--- src/rtl/cnn_cell_scheduler.sv ---
// CNN cell-update sequencer: walks a W x H grid, accumulates the 3x3 A*Y + B*U
// neighbourhood plus bias through one serial MAC, and writes the clamped result to the opposite bank.
module cnn_cell_scheduler #(
  parameter int W      = 8,
  parameter int H      = 8,
  parameter int ADDR_W = $clog2(W*H),
  parameter int ACC_W  = 21,
  parameter int SHIFT  = 0
) (
  input  logic              clk,
  input  logic              rst_n,
  input  logic              start,
  input  logic [7:0]        iters,
  input  logic [71:0]       a_flat,
  input  logic [71:0]       b_flat,
  input  logic [7:0]        bias,
  output logic              busy,
  output logic              done,
  output logic              bank,
  output logic              rd_en,
  output logic [ADDR_W:0]   rd_addr,
  input  logic [8:0]        rd_y,
  input  logic [7:0]        rd_u,
  output logic              wr_en,
  output logic [ADDR_W:0]   wr_addr,
  output logic [8:0]        wr_data
);

  localparam int CW = (W > 1) ? $clog2(W) : 1;
  localparam int RW = (H > 1) ? $clog2(H) : 1;
  localparam logic signed [ACC_W-1:0] SAT_HI = ACC_W'(255);
  localparam logic signed [ACC_W-1:0] SAT_LO = ACC_W'(-256);

  typedef enum logic [2:0] {S_IDLE, S_TAP, S_DRAIN, S_WRITE, S_DONE} state_t;

  state_t                   state_q, state_d;
  logic [71:0]              a_q, a_d, b_q, b_d;
  logic [7:0]               bias_q, bias_d;
  logic [7:0]               passes_q, passes_d;
  logic                     bank_q, bank_d;
  logic [3:0]               tap_q, tap_d;
  logic [CW-1:0]            col_q, col_d;
  logic [RW-1:0]            row_q, row_d;
  logic                     vld_q, vld_d;
  logic [3:0]               vtap_q, vtap_d;
  logic signed [ACC_W-1:0]  acc_q, acc_d;

  logic                     last_cell;
  logic                     in_bounds;
  logic [ADDR_W-1:0]        nbr_idx;
  logic [ADDR_W-1:0]        cell_idx;
  logic signed [7:0]        a_t, b_t;
  logic signed [16:0]       prod_a;
  logic signed [15:0]       prod_b;
  logic signed [ACC_W-1:0]  shifted;
  logic [8:0]               sat_val;

  assign last_cell = (col_q == CW'(W-1)) && (row_q == RW'(H-1));
  assign cell_idx  = ADDR_W'(int'(row_q) * W + int'(col_q));

  // Neighbour coordinates for the current tap; taps run dy outer, dx inner.
  always_comb begin
    int dy, dx, nr, nc;
    dy = int'(tap_q) / 3;
    dx = int'(tap_q) % 3;
    nr = int'(row_q) + dy - 1;
    nc = int'(col_q) + dx - 1;
    in_bounds = (nr >= 0) && (nr < H) && (nc >= 0) && (nc < W);
    nbr_idx   = in_bounds ? ADDR_W'(nr * W + nc) : '0;
  end

  always_comb begin
    a_t    = $signed(a_q[8*vtap_q +: 8]);
    b_t    = $signed(b_q[8*vtap_q +: 8]);
    prod_a = a_t * $signed(rd_y);
    prod_b = b_t * $signed(rd_u);
  end

  always_comb begin
    shifted = acc_q >>> SHIFT;
    if (shifted > SAT_HI)      sat_val = 9'h0FF;
    else if (shifted < SAT_LO) sat_val = 9'h100;
    else                       sat_val = shifted[8:0];
  end

  // State register
  always_ff @(posedge clk or negedge rst_n) begin
    if (!rst_n) state_q <= S_IDLE;
    else        state_q <= state_d;
  end

  // Next-state logic
  always_comb begin
    state_d = state_q;
    case (state_q)
      S_IDLE:  if (start) state_d = S_TAP;
      S_TAP:   if (tap_q == 4'd8) state_d = S_DRAIN;
      S_DRAIN: state_d = S_WRITE;
      S_WRITE: state_d = (last_cell && passes_q <= 8'd1) ? S_DONE : S_TAP;
      S_DONE:  state_d = S_IDLE;
      default: state_d = S_IDLE;
    endcase
  end

  // Datapath / counter next values
  always_comb begin
    a_d      = a_q;
    b_d      = b_q;
    bias_d   = bias_q;
    passes_d = passes_q;
    bank_d   = bank_q;
    tap_d    = tap_q;
    col_d    = col_q;
    row_d    = row_q;
    vld_d    = (state_q == S_TAP) && in_bounds;
    vtap_d   = tap_q;
    acc_d    = acc_q;
    if (vld_q)
      acc_d = acc_q + {{(ACC_W-17){prod_a[16]}}, prod_a} + {{(ACC_W-16){prod_b[15]}}, prod_b};
    case (state_q)
      S_IDLE: begin
        if (start) begin
          a_d      = a_flat;
          b_d      = b_flat;
          bias_d   = bias;
          passes_d = (iters == 8'd0) ? 8'd1 : iters;
          tap_d    = '0;
          col_d    = '0;
          row_d    = '0;
        end
      end
      S_TAP: begin
        if (tap_q == 4'd0) acc_d = {{(ACC_W-8){bias_q[7]}}, bias_q};
        tap_d = (tap_q == 4'd8) ? 4'd0 : tap_q + 4'd1;
      end
      S_WRITE: begin
        tap_d = '0;
        if (last_cell) begin
          col_d = '0;
          row_d = '0;
          if (passes_q > 8'd1) begin
            passes_d = passes_q - 8'd1;
            bank_d   = ~bank_q;
          end
        end else if (col_q == CW'(W-1)) begin
          col_d = '0;
          row_d = row_q + RW'(1);
        end else begin
          col_d = col_q + CW'(1);
        end
      end
      default: ;
    endcase
  end

  always_ff @(posedge clk or negedge rst_n) begin
    if (!rst_n) begin
      a_q      <= '0;
      b_q      <= '0;
      bias_q   <= '0;
      passes_q <= '0;
      bank_q   <= 1'b0;
      tap_q    <= '0;
      col_q    <= '0;
      row_q    <= '0;
      vld_q    <= 1'b0;
      vtap_q   <= '0;
      acc_q    <= '0;
    end else begin
      a_q      <= a_d;
      b_q      <= b_d;
      bias_q   <= bias_d;
      passes_q <= passes_d;
      bank_q   <= bank_d;
      tap_q    <= tap_d;
      col_q    <= col_d;
      row_q    <= row_d;
      vld_q    <= vld_d;
      vtap_q   <= vtap_d;
      acc_q    <= acc_d;
    end
  end

  // Outputs decode from the state register so an async reset clears them at once.
  always_comb begin
    busy    = (state_q == S_TAP) || (state_q == S_DRAIN) || (state_q == S_WRITE);
    done    = (state_q == S_DONE);
    bank    = bank_q;
    rd_en   = (state_q == S_TAP) && in_bounds;
    rd_addr = rd_en ? {bank_q, nbr_idx} : '0;
    wr_en   = (state_q == S_WRITE);
    wr_addr = wr_en ? {~bank_q, cell_idx} : '0;
    wr_data = wr_en ? sat_val : '0;
  end

endmodule

--- config.mk ---
export PLATFORM = sky130hd
export DESIGN_NAME = cnn_cell_scheduler
export DESIGN_NICKNAME = d
export VERILOG_FILES = /design/src/rtl/cnn_cell_scheduler.sv
export SDC_FILE = /design/constraint.sdc
export NUM_CORES = 1
export LEC_CHECK = 0
export CORE_UTILIZATION = 46
export CTS_CLUSTER_DIAMETER = 80
export DETAILED_ROUTE_END_ITERATION = 16
export GPL_ROUTABILITY_DRIVEN = 0
export PLACE_DENSITY = 0.73
export SETUP_SLACK_MARGIN = 0.15
export SLEW_MARGIN = 20
export SYNTH_ARGS = -nofsm -noshare
export SYNTH_HDL_FRONTEND = slang
export SYNTH_SLANG_ARGS = --single-unit
--- constraint.sdc ---
create_clock -name clk -period 17.4 [get_ports clk]
set_input_delay 1.74 -clock clk [delete_from_list [all_inputs] [get_ports clk]]
set_output_delay 1.74 -clock clk [all_outputs]
set_load 0.005 [all_outputs]
==> metrics.cfg, run 1 <==
[clocking]
cts_buffer_depth = 2
cts.clk_slew.worst_paths_ns = 0.07
cts_buffers = 17
cts_hold_buffers = 0
cts_max_level = 4
cts_setup_buffers = 0
cts_tree = built
clock_sinks = 200
ctsResizeCount = 0
ctsRootBufferMaster = clkbuf_16
clkLatencyLatePin_ns = 0.46

[cells_and_area]
final_nets = 2479
fin_util = 0.550
areaGrowthSynthToFinish_pct = 17.3
drive_above_1_share = 0.128
finalInstanceArea_mm2 = 0.0214

[worst_setup_path]
end_kind = primary output
critPathRequiredTime_ns = 15.66
cpMostUsedCell = ha_1
r2r-end = acc_q[20]$_DFF_PN0_
r2r_start = vtap_q[0]$_DFF_PN0_
slowest_delay_ns = 0.84
crit_arrival_ns = 8.16
start_kind = flop
crit_path_max_fanout = 14
crit_slowest_cell = nor4_1
criticalPathCategory = flop to primary output
cp-startpoint = tap_q[2]$_DFFE_PN0P_
ff2ff_setup_slack_ns = 8.60
critPathCapture = rd_addr[0]
rr_worst_depth = 34

[route]
avgRoutedWirePerCell_um = 17.5
post-route-drc-count = 0
routed-via-count = 14076
drtIter0Drc = 898
first_pass_iters = 5
via_per_inst = 5.50
postRouteAntennaNets = 0
routed_wl_um = 44800

[global_route]
grt_max_degree = 90
grt_pass1_vias = 14685
antenna_found_initial = 7
track_usage = 0.232
grt_pass1_wl_um = 75300
grt.overflow.total = 0

[logic_synthesis]
ys_seq_area_frac = 0.274
syn-num-nets = 2306
syn-cell-area_mm2 = 0.0182
synth_area_leader_cell = dfrtp_1
synthArstFlopShare = 1.00
ys_top_cells_by_count = inv_1, dfrtp_1, mux2_2
synth_ff_type = dfrtp_1
yosysMostFrequentCell = inv_1
yosys_register_bits = 200
synth_area_leaders = dfrtp_1, fa_1, mux2_2
synth_enable_flop_cells = 0
yosysWarnings = 0
yosys.area.top_type_share = 0.274
synth_area_per_cell_um2 = 9.83
syn_inst = 1855
yosysUniqueCellTypes = 74

[worst_hold_path]
hp-class = flop to flop

[die]
die_x_um = 201
core_area_mm2 = 0.0389
die_y_um = 201
dieArea_mm2 = 0.0404
start_util = 0.469
num_rows = 72
io_pins = 208

[timing]
drv_slew = 0
rsz0062_at_grt = false
hold_ws_ns = 0.505
hold_violations = 0
post-route-period-util = 0.569
tns_ns = 0
period_minus_slack_ns = 9.90
worstMarginPinSlew_ns = 1.09
skew_ns = 0.0111
max_slew_margin = 0.273
setup_viol = 0
fmax_mhz = 101

[placed_design]
postPlaceCellArea_mm2 = 0.0208
io_buffers = 207
hpwl_um = 35300

[run_status]
status = finished clean

[job]
maxCapViolations = 0

[cells in the final DEF, fill, tap and decap left out, types with 20 or more instances in the layout]
cell / instances
o21ai_0: 78
nand2b_1: 25
a21oi_1: 82
nor3_1: 26
mux4_2: 32
mux2_2: 157
fa_1: 140
nand2_1: 143
nor2_1: 107
mux2i_1: 22
ha_1: 131
xnor2_1: 54
and2_1: 67
nand3_1: 20
clkdlybuf4s50_1: 206
inv_1: 272
dfrtp_1: 199
[worst max-delay path, delay by kind of cell, from the launching register on]
family | cells | cell delay [ns]
multiplexers | 1 | 0.28
XOR/XNOR | 2 | 0.40
AO/OA/AOI/OAI | 5 | 1.32
buffers and inverters | 4 | 0.77
AND/OR/NAND/NOR | 9 | 3.00
adder cells (fa/ha/maj) | 5 | 1.36
flip-flops | 1 | 0.56
[cells by family (layout without fill, tap and decap cells)]
group,after synthesis,in the layout,synth area share
other,0,2,0
adders and majority gates,271,271,0.244
buffers and inverters,338,523,0.0703
AOI/OAI and AO/OA,280,280,0.0952
xor gates and xnor gates,73,73,0.0351
DFF,200,200,0.274
muxes,211,211,0.149
and+or+nand+nor,482,482,0.133
[sequential cells by signal, summed over array words and instances (netlist names)]
name	count
col_q	3
acc_q	21
row_q	3
state_q	3
bias_q	8
tap_q	4
vld_q	1
b_q	72
a_q	72
passes_q	8
vtap_q	4
bank	1
[metal layers]
metal	wire (um)	global-route usage	up-vias
met1	19100	0.303	6949
met3	2870	0.0488	84
met5	62	0	-
met4	1150	0.0752	10
met2	21600	0.386	430
li1	-	-	6603
[area by class of cell]
cell class                      count  area (um2)
Timing Repair Buffer              218        2180
Inverter                          274        1030
Tap cell                          518         648
Multi-Input combinational cell   1317       12000
Sequential cell                   200        5010
Fill cell                        3449       17500
Clock buffer                       17         425
Clock inverter                     14         135
Antenna cell                        2        5.00
[how the worst min path moves through the flow]
| stage | start | end | cells after the start |
|---|---|---|---|
| global placement | a_q[7]$_DFFE_PN0P_ | a_q[7]$_DFFE_PN0P_ | 1 |
| detailed placement | b_q[18]$_DFFE_PN0P_ | b_q[18]$_DFFE_PN0P_ | 1 |
| global route | a_q[16]$_DFFE_PN0P_ | a_q[16]$_DFFE_PN0P_ | 1 |
| CTS | a_q[16]$_DFFE_PN0P_ | a_q[16]$_DFFE_PN0P_ | 1 |
| finish | a_q[54]$_DFFE_PN0P_ | a_q[54]$_DFFE_PN0P_ | 1 |
| floorplan | tap_q[3]$_DFFE_PN0P_ | vtap_q[3]$_DFF_PN0_ | 0 |
[metrics by stage]
stage | instances | setup slack [ns]
6_report | 2560 | 7.50
5_1_grt | 2560 | 6.92
4_1_cts | 2557 | 7.61
3_5_place_dp | 2526 | 8.14
3_3_place_gp | 2526 | 8.53
2_1_floorplan | 1855 | 9.35
Power of run 1 is left out: the tool's default activity adds up to more than one toggle a clock period on the data nets, which glitch-free logic cannot reach.
==> run 2: changes to the inputs <==
Clock period 17.4 ns to 10.01 ns, I/O delays scaled along.
==> run 2 against run 1 <==
Count of clock-buffer cells in the layout did not move. Critical path depth is the same. Register-to-register slack got worse by 7.3 ns. Utilization up 0.21 points. Non-clock buffer count is the same. Critical path type unchanged. Highest routed layer unchanged.
==> metrics.cfg, run 2 (synthesis gave the netlist of run 1 again) <==
[timing]
max_slew_margin = 0.373  ; +0.0997
rsz0062_at_grt = false
worstMarginPinSlew_ns = 0.941  ; -0.146 ns
tns_ns = 0  ; unchanged
fmax_mhz = 113
skew_ns = 0.0185  ; +0.00745 ns
post-route-period-util = 0.888
drv_slew = 0  ; unchanged
period_minus_slack_ns = 8.89
setup_viol = 0  ; unchanged
hold_violations = 0  ; unchanged

[die]
io_pins = 208  ; unchanged
dieArea_mm2 = 0.0404  ; unchanged
die_y_um = 201  ; unchanged
num_rows = 72  ; unchanged
core_area_mm2 = 0.0389  ; unchanged
start_util = 0.469  ; unchanged
die_x_um = 201  ; unchanged

[route]
postRouteAntennaNets = 0  ; unchanged
drtIter0Drc = 861  ; -4.1%
routed_wl_um = 45500  ; +1.4%
first_pass_iters = 7  ; +2
routed-via-count = 14010  ; -0.47%
post-route-drc-count = 0  ; unchanged
avgRoutedWirePerCell_um = 17.8  ; +1.4%
via_per_inst = 5.47  ; -0.47%

[worst_setup_path]
ff2ff_setup_slack_ns = 1.33  ; -7.27 ns
critPathRequiredTime_ns = 9.01  ; -6.65 ns
crit_arrival_ns = 7.89  ; -0.27 ns
start_kind = flop
end_kind = primary output
criticalPathCategory = flop to primary output
crit_path_max_fanout = 14  ; unchanged

[clocking]
cts_setup_buffers = 0  ; unchanged
ctsResizeCount = 0  ; unchanged
cts.clk_slew.worst_paths_ns = 0.08  ; about the same
ctsRootBufferMaster = clkbuf_16
cts_max_level = 4  ; unchanged
cts_buffers = 17  ; unchanged
clock_sinks = 200  ; unchanged
cts_hold_buffers = 0  ; unchanged
clkLatencyLatePin_ns = 0.48  ; +0.02 ns
cts_buffer_depth = 2  ; unchanged
cts_tree = built

[cells_and_area]
final_cell_mix = inv_1, clkdlybuf4s50_1, dfrtp_1
areaGrowthSynthToFinish_pct = 17.7
finalInstanceArea_mm2 = 0.0215  ; +0.38%
fin_util = 0.552  ; +0.00209
final_nets = 2479  ; unchanged
final_common_cell = inv_1
register_area_mm2 = 0.00501  ; about the same
fill_cells = 3405  ; -1.3%
multiInputGateArea_mm2 = 0.0120  ; about the same
largest_registers = a_q: 72 flops, b_q: 72 flops, acc_q: 21 flops
drive_above_1_share = 0.129  ; +0.000917

[global_route]
grt_max_degree = 82  ; -8.9%
track_usage = 0.235  ; +0.00245
antenna_found_initial = 2  ; -5
grt_pass1_vias = 14511  ; -1.2%
grt_pass1_wl_um = 75500  ; +0.27%
grt.overflow.total = 0  ; unchanged

[placed_design]
io_buffers = 207  ; unchanged
hpwl_um = 36400  ; +2.9%
postPlaceCellArea_mm2 = 0.0208  ; unchanged

[job]
maxCapViolations = 0  ; unchanged

[run_status]
status = finished clean

[worst_hold_path]
hp-class = flop to flop

-- run 2: changes by cell type in the layout (fill, tap and decap cells not counted), sizes merged --
cell / change
clkinv: +1
clkinvlp: -1
bufinv: +1
diode: -1
-- run 2: through the flow --
step | hold WS, ns | cells | setup WS (ns)
after detailed placement | 0.492 | 2526 | 1.07
final | 0.508 | 2560 | 1.12
after global placement | 0.485 | 2526 | 1.16
after global routing | 0.525 | 2560 | 0.501
after CTS | 0.511 | 2558 | 1.03
after floorplan | 0.378 | 1855 | 1.96
-- run 2: final cells by class --
class / instances / area share
diodes: 1 / 0.000117
clock buffers: 17 / 0.0198
clock inverters: 15 / 0.00997
inverters: 274 / 0.0479
multi-input cells: 1317 / 0.557
flip-flops and latches: 200 / 0.233
well taps: 518 / 0.0302
repair buffers: 218 / 0.101
-- run 2: final timing paths --
path,end,cells past startpoint,from
max in group asynchronous,vtap_q[0]$_DFF_PN0_,3,rst_n
min in group asynchronous,b_q[49]$_DFFE_PN0P_,1,rst_n
max,rd_addr[1],26,tap_q[2]$_DFFE_PN0P_
max reg2reg,acc_q[20]$_DFF_PN0_,32,vtap_q[0]$_DFF_PN0_
min,a_q[4]$_DFFE_PN0P_,1,a_q[4]$_DFFE_PN0P_
min reg2reg,a_q[4]$_DFFE_PN0P_,1,a_q[4]$_DFFE_PN0P_
-- run 2: worst max-delay path, stage by stage (launching register included) --
cell and delay (ns):
dfrtp_1 0.58, inv_1 0.13, nor2_1 0.27, ha_1 0.30
nand2b_1 0.07, a41o_1 0.36, xnor2_1 0.32, ha_1 0.29
nor2_1 0.07, a2111oi_0 0.54, nor2b_1 0.32, nand3_1 0.21
nand2_1 0.25, inv_1 0.08, ha_1 0.39, nand2_1 0.13
a2111oi_4 0.35, o2111ai_1 0.17, nor4b_2 0.34, nand4_1 0.15
nor4_2 0.16, o2111ai_1 0.12, or4_1 0.51, nor4b_2 0.32
nand4_2 0.26, nor3_1 0.21, clkdlybuf4s50_1 0.53
-- run 2: layer usage --
layer | GRT usage | wire (um) | part of all wire
met5 | 0 | 8 | 0.00018
met4 | 0.0635 | 916 | 0.020
met3 | 0.0306 | 2230 | 0.049
met2 | 0.385 | 21400 | 0.47
met1 | 0.327 | 20900 | 0.46
Power of run 2 is left out for the same reason.
